===== src/rtl/wptr_full_lvl.sv =====
`default_nettype none
// ============================================================================
//  Module   : wptr_full_lvl
//  Purpose  : Write-domain pointer and flag controller for an async FIFO.
//             Keeps the binary and Gray write pointers and the RAM write
//             address. Registers full, write-side fill level and almost-full.
//             Holds a sticky overflow flag for writes attempted while full.
//  Ports    : w_clk / w_rst     write clock, async active-high reset
//             w_en              write request
//             wq2_rptr          Gray read pointer synchronised to w_clk
//             w_afull_thresh    almost-full threshold in entries (0..DEPTH)
//             w_ovf_clr         clears the overflow flag and counter
//             w_addr            RAM write address
//             w_gray_ptr        registered Gray write pointer
//             w_full, w_afull   registered full / almost-full flags
//             w_level           registered fill level (write-side view)
//             w_ovf             sticky overflow flag
//             w_ovf_cnt         saturating dropped-write count
//                               (present only with WPTR_OVF_CNT_EN defined)
//  Options  : `define WPTR_OVF_CNT_EN builds the overflow counter and port.
//  Revision : 1.0  initial release
// ============================================================================
module wptr_full_lvl #(
  parameter int ADDRSIZE  = 4,
  parameter int OVF_CNT_W = 8
) (
  input  logic                w_clk,
  input  logic                w_rst,
  input  logic                w_en,
  input  logic [ADDRSIZE:0]   wq2_rptr,
  input  logic [ADDRSIZE:0]   w_afull_thresh,
  input  logic                w_ovf_clr,
  output logic [ADDRSIZE-1:0] w_addr,
  output logic [ADDRSIZE:0]   w_gray_ptr,
  output logic                w_full,
  output logic                w_afull,
  output logic [ADDRSIZE:0]   w_level,
  output logic                w_ovf
`ifdef WPTR_OVF_CNT_EN
  ,
  output logic [OVF_CNT_W-1:0] w_ovf_cnt
`endif
);

  logic [ADDRSIZE:0] r_bin;
  logic [ADDRSIZE:0] r_gray;
  logic [ADDRSIZE:0] r_level;
  logic              r_full;
  logic              r_afull;
  logic              r_ovf;

  logic              w_inc;
  logic              w_drop;
  logic [ADDRSIZE:0] w_bin_next;
  logic [ADDRSIZE:0] w_gray_next;
  logic [ADDRSIZE:0] w_rbin;
  logic [ADDRSIZE:0] w_lvl_next;
  logic [ADDRSIZE:0] w_full_gray;

  assign w_inc       = w_en & ~r_full;
  assign w_drop      = w_en &  r_full;
  assign w_bin_next  = r_bin + {{ADDRSIZE{1'b0}}, w_inc};
  assign w_gray_next = (w_bin_next >> 1) ^ w_bin_next;

  // Gray to binary: each binary bit is the XOR of all Gray bits at or above it.
  always_comb begin
    w_rbin = '0;
    for (int i = 0; i <= ADDRSIZE; i++) begin
      w_rbin[i] = ^(wq2_rptr >> i);
    end
  end

  // Level and full share the same next-state pointer, so full==1 exactly
  // when the level equals DEPTH. The synchronised read pointer lags, so the
  // level can only over-report occupancy.
  assign w_lvl_next  = w_bin_next - w_rbin;
  assign w_full_gray = {~wq2_rptr[ADDRSIZE:ADDRSIZE-1], wq2_rptr[ADDRSIZE-2:0]};

  always_ff @(posedge w_clk or posedge w_rst) begin
    if (w_rst) begin
      r_bin   <= '0;
      r_gray  <= '0;
      r_level <= '0;
      r_full  <= 1'b0;
      r_afull <= 1'b0;
    end else begin
      r_bin   <= w_bin_next;
      r_gray  <= w_gray_next;
      r_level <= w_lvl_next;
      r_full  <= (w_gray_next == w_full_gray);
      r_afull <= (w_lvl_next >= w_afull_thresh);
    end
  end

  // A drop takes priority over a coincident clear so no event is lost.
  always_ff @(posedge w_clk or posedge w_rst) begin
    if (w_rst) begin
      r_ovf <= 1'b0;
    end else if (w_drop) begin
      r_ovf <= 1'b1;
    end else if (w_ovf_clr) begin
      r_ovf <= 1'b0;
    end
  end

`ifdef WPTR_OVF_CNT_EN
  localparam logic [OVF_CNT_W-1:0] c_cnt_max = '1;
  localparam logic [OVF_CNT_W-1:0] c_cnt_one = {{(OVF_CNT_W-1){1'b0}}, 1'b1};

  logic [OVF_CNT_W-1:0] r_ovf_cnt;

  // Drop with clear restarts the count at the current drop.
  always_ff @(posedge w_clk or posedge w_rst) begin
    if (w_rst) begin
      r_ovf_cnt <= '0;
    end else if (w_drop) begin
      if (w_ovf_clr) begin
        r_ovf_cnt <= c_cnt_one;
      end else if (r_ovf_cnt != c_cnt_max) begin
        r_ovf_cnt <= r_ovf_cnt + c_cnt_one;
      end
    end else if (w_ovf_clr) begin
      r_ovf_cnt <= '0;
    end
  end

  assign w_ovf_cnt = r_ovf_cnt;
`endif

  assign w_addr     = r_bin[ADDRSIZE-1:0];
  assign w_gray_ptr = r_gray;
  assign w_full     = r_full;
  assign w_afull    = r_afull;
  assign w_level    = r_level;
  assign w_ovf      = r_ovf;

endmodule
`default_nettype wire

===== config.mk =====
export PLATFORM = sky130hd
export DESIGN_NAME = wptr_full_lvl
export DESIGN_NICKNAME = d
export VERILOG_FILES = /design/src/rtl/wptr_full_lvl.sv
export SDC_FILE = /design/constraint.sdc
export NUM_CORES = 1
export LEC_CHECK = 0
export BUFFER_PORTS_ARGS = -buffer_cell sky130_fd_sc_hd__buf_2
export CAP_MARGIN = 20
export CORE_MARGIN = 4
export CORE_UTILIZATION = 36
export CTS_CLUSTER_DIAMETER = 60
export DETAILED_ROUTE_END_ITERATION = 6
export GPL_ROUTABILITY_DRIVEN = 0
export PLACE_DENSITY = 0.72
export SLEW_MARGIN = 0
export SYNTH_ARGS = -nofsm -noshare
export SYNTH_HDL_FRONTEND = slang
export SYNTH_SLANG_ARGS = --single-unit

===== constraint.sdc =====
create_clock -name w_clk -period 6.1 [get_ports w_clk]
set_input_delay 0.61 -clock w_clk [delete_from_list [all_inputs] [get_ports w_clk]]
set_output_delay 0.61 -clock w_clk [all_outputs]
set_load 0.005 [all_outputs]

==> run metrics <==
number of detailed-routing iterations run before antenna repair 5; kind of start point of the critical path input port; global route overflow 0; worst clock skew 0.00220 ns; share of the cycle needed by the critical path after routing 52.2%; Sw Share 40.3%; number of sinks driven by the clock tree 17; floorplan row count 18; net switching power 0.000293 W; start point of the critical path wq2_rptr[4]; Setup CP Type input port to flip-flop; clock tree from TritonCTS yes; clock-pin slew reported for the worst setup and hold paths after clock tree synthesis 0.09 ns; count of fill cells added during filler insertion 250; effective utilization at floorplan 37.9%; area of the multi-input gates 474 sq um; Hold Vio Cnt, Final 0; overall die width 59.3 um; Resized cells post-CTS 0; setup repair after global routing missed its margin false; final setup TNS 0 ns; final count of pins violating max slew 0; CTS max path bufs 2; Final setup viols 0; relative slew slack 57.6%; Final Net Count 141; status finished, final reports clean; power share of the clock group 7.9%; n_diodes 0; count of distinct cell types in the synthesized netlist 18; transition time at the pin with the least slew margin 0.636 ns; crit-path max cell delay 0.48 ns; netlist area before placement 948 sq um; combinational fraction of design power 64.5%; portion of total power attributed to sequential cells 27.6%; global-route usage over all layers 10.3%; initial antenna violation count 0; cell count after synthesis 81; Hold Buf Count CTS 0; data required time at the worst endpoint 6.27 ns; maximum VDD drop 0.237 mV; boundary pin count 31; Period minus WS final 3.19 ns; Yosys reg bits 17; type of the tightest min-delay check input port to async pin; most used cell along the critical path sky130_fd_sc_hd__a21o_1; Critical Path Fanout Max 3; per-instance average area after synthesis 11.7 sq um; total number of H-tree levels 1; WHS 0.400 ns; count of synthesis-stage warnings from yosys 0; Util after Layout 46.5%; Root Buffer Master sky130_fd_sc_hd__clkbuf_4; Die H 59.3 um; leakage dissipation 0.615 nW; full die area 0.00352 sq mm; category of the worst setup path capture point flip-flop; setup bufs post-CTS 0; number of max-cap violations 0; post-detailed-route DRC marker count 0; via count of the first global-routing pass 680; antenna viol nets, final 0; number of nets in the synthesized netlist 106; wire length of the first global-routing pass 2750 um; number of port buffers 30; CP max-delay cell sky130_fd_sc_hd__fa_1; core area 0.00250 sq mm; Avg Vias per Cell 4.49; total power density per cell area 625 mW/mm^2; Detailed Route WL 1670 um; internal power of the cells 0.000434 W; routed vias 651; clock latency on the worst-skew pair 0.27 ns; initial detailed-routing violation count 2; Data arrival, critical path 3.36 ns; CTS buffer count 3; synthesis-to-finish area growth 22.6%; Seq. cell area 425 sq um; proportion of synthesized chip area in sequential cells 44.9%; fmax 0.314 GHz; pin count of the biggest net entering global routing 18; wire length per cell 11.5 um; cell chain of the critical path buf_2, xnor2_1, xor2_1, xor2_1, xnor2_1, ha_1, fa_1, inv_1, ha_1, a21o_1, a21o_1, a21o_1, a21o_1; launch point of the worst reg-to-reg path r_bin[0]$_DFF_PP0_; HPWL after detailed placement 1410 um; layout cell share with drive strength beyond 1 31.3%
layout by cell type, fill, tap and decap left out, types with 2 or more instances in the layout:
cell,count
sky130_fd_sc_hd__buf_2,30
sky130_fd_sc_hd__dfrtp_1,17
sky130_fd_sc_hd__xnor2_1,14
sky130_fd_sc_hd__inv_1,13
sky130_fd_sc_hd__ha_1,10
sky130_fd_sc_hd__xor2_1,7
sky130_fd_sc_hd__a21o_1,4
sky130_fd_sc_hd__nor2b_1,3
sky130_fd_sc_hd__clkbuf_4,3
sky130_fd_sc_hd__nand3_1,2
sky130_fd_sc_hd__a221oi_1,2
flip-flops by register name (all words and copies together), names as in the netlist:
name and cells:
r_bin 5, w_level 5, w_afull 1, w_full 1, w_gray_ptr 4, w_ovf 1
final timing paths:
check,to,slack (ns),cells past startpoint
setup / recovery,w_afull$_DFF_PP0_,2.91,13
hold / removal,w_level[0]$_DFF_PP0_,0.40,2
setup reg to reg,w_afull$_DFF_PP0_,3.24,10
hold reg to reg,w_ovf$_DFFE_PP0P_,0.54,2
max in group asynchronous,r_bin[1]$_DFF_PP0_,5.29,2
min in group w_clk,w_ovf$_DFFE_PP0P_,0.53,2
per-layer routing:
| layer | up-vias | track usage [%] | wire length, um |
|---|---|---|---|
| met5 | - | 0 | 0 |
| met4 | 0 | 4.85 | 27 |
| met3 | 2 | 1.96 | 92 |
| met2 | 20 | 17.9 | 871 |
| met1 | 301 | 12.0 | 675 |
| li1 | 328 | - | - |
cell families (layout without fill, tap and decap cells):
group           Yosys count  in the layout  share of synthesized area [%]
compound gates            8              8                           7.12
xor+xnor                 22             22                           21.1
fa+ha+maj                11             11                           15.3
buf+inv                  13             47                           5.15
flops                    17             17                           44.9
simple gates             10             10                           6.47
cells in the mapped netlist, drive strengths merged:
library cell  number  area share (%)
a2111oi            1             1.6
a21o               4             3.2
a221oi             2             1.8
and3               1            0.79
and3b              1            0.92
dfrtp             17              45
fa                 1             2.1
ha                10              13
inv               13             5.1
nand2              1            0.40
nand2b             1            0.66
nand3              2             1.1
nor2b              3             2.0
o21ai              1            0.53
or3                1            0.66
xnor2             14              13
xor2               8             8.2
area by class of cell:
cell class,instances,share of cell area (%)
Sequential cell,17,36.6
Multi-Input combinational cell,51,40.8
Timing Repair Buffer,30,12.9
Tap cell,30,3.23
Clock buffer,4,2.26
Inverter,13,4.20
power groups by stage:
stage / Clock, W / Sequential (W) / Combinational [W]
after floorplan: 0 / 0.000212 / 0.000341
after global placement: 0 / 0.000202 / 0.000462
after detailed placement: 0 / 0.000205 / 0.000476
after CTS: 0.0000599 / 0.000203 / 0.000481
after global routing: 0.0000647 / 0.000210 / 0.000533
final: 0.0000573 / 0.000201 / 0.000468
worst max-delay path, delay by kind of cell:
kind                       cells  cell delay, ns
AOI/OAI and AO/OA              4            0.66
xor gates and xnor gates       4            0.98
adders and majority gates      3            0.95
buffers and inverters          2            0.16
through the flow:
step	power (W)	cell area (sq um)	instances	worst slack (ns)
5_1_grt	0.000808	1160	145	2.77
6_report	0.000727	1160	145	2.91
2_1_floorplan	0.000553	948	81	2.92
4_1_cts	0.000743	1160	145	2.88
3_3_place_gp	0.000664	1140	141	2.68
3_5_place_dp	0.000681	1140	141	2.58
No activity file was read; power rests on OpenSTA's default activity.
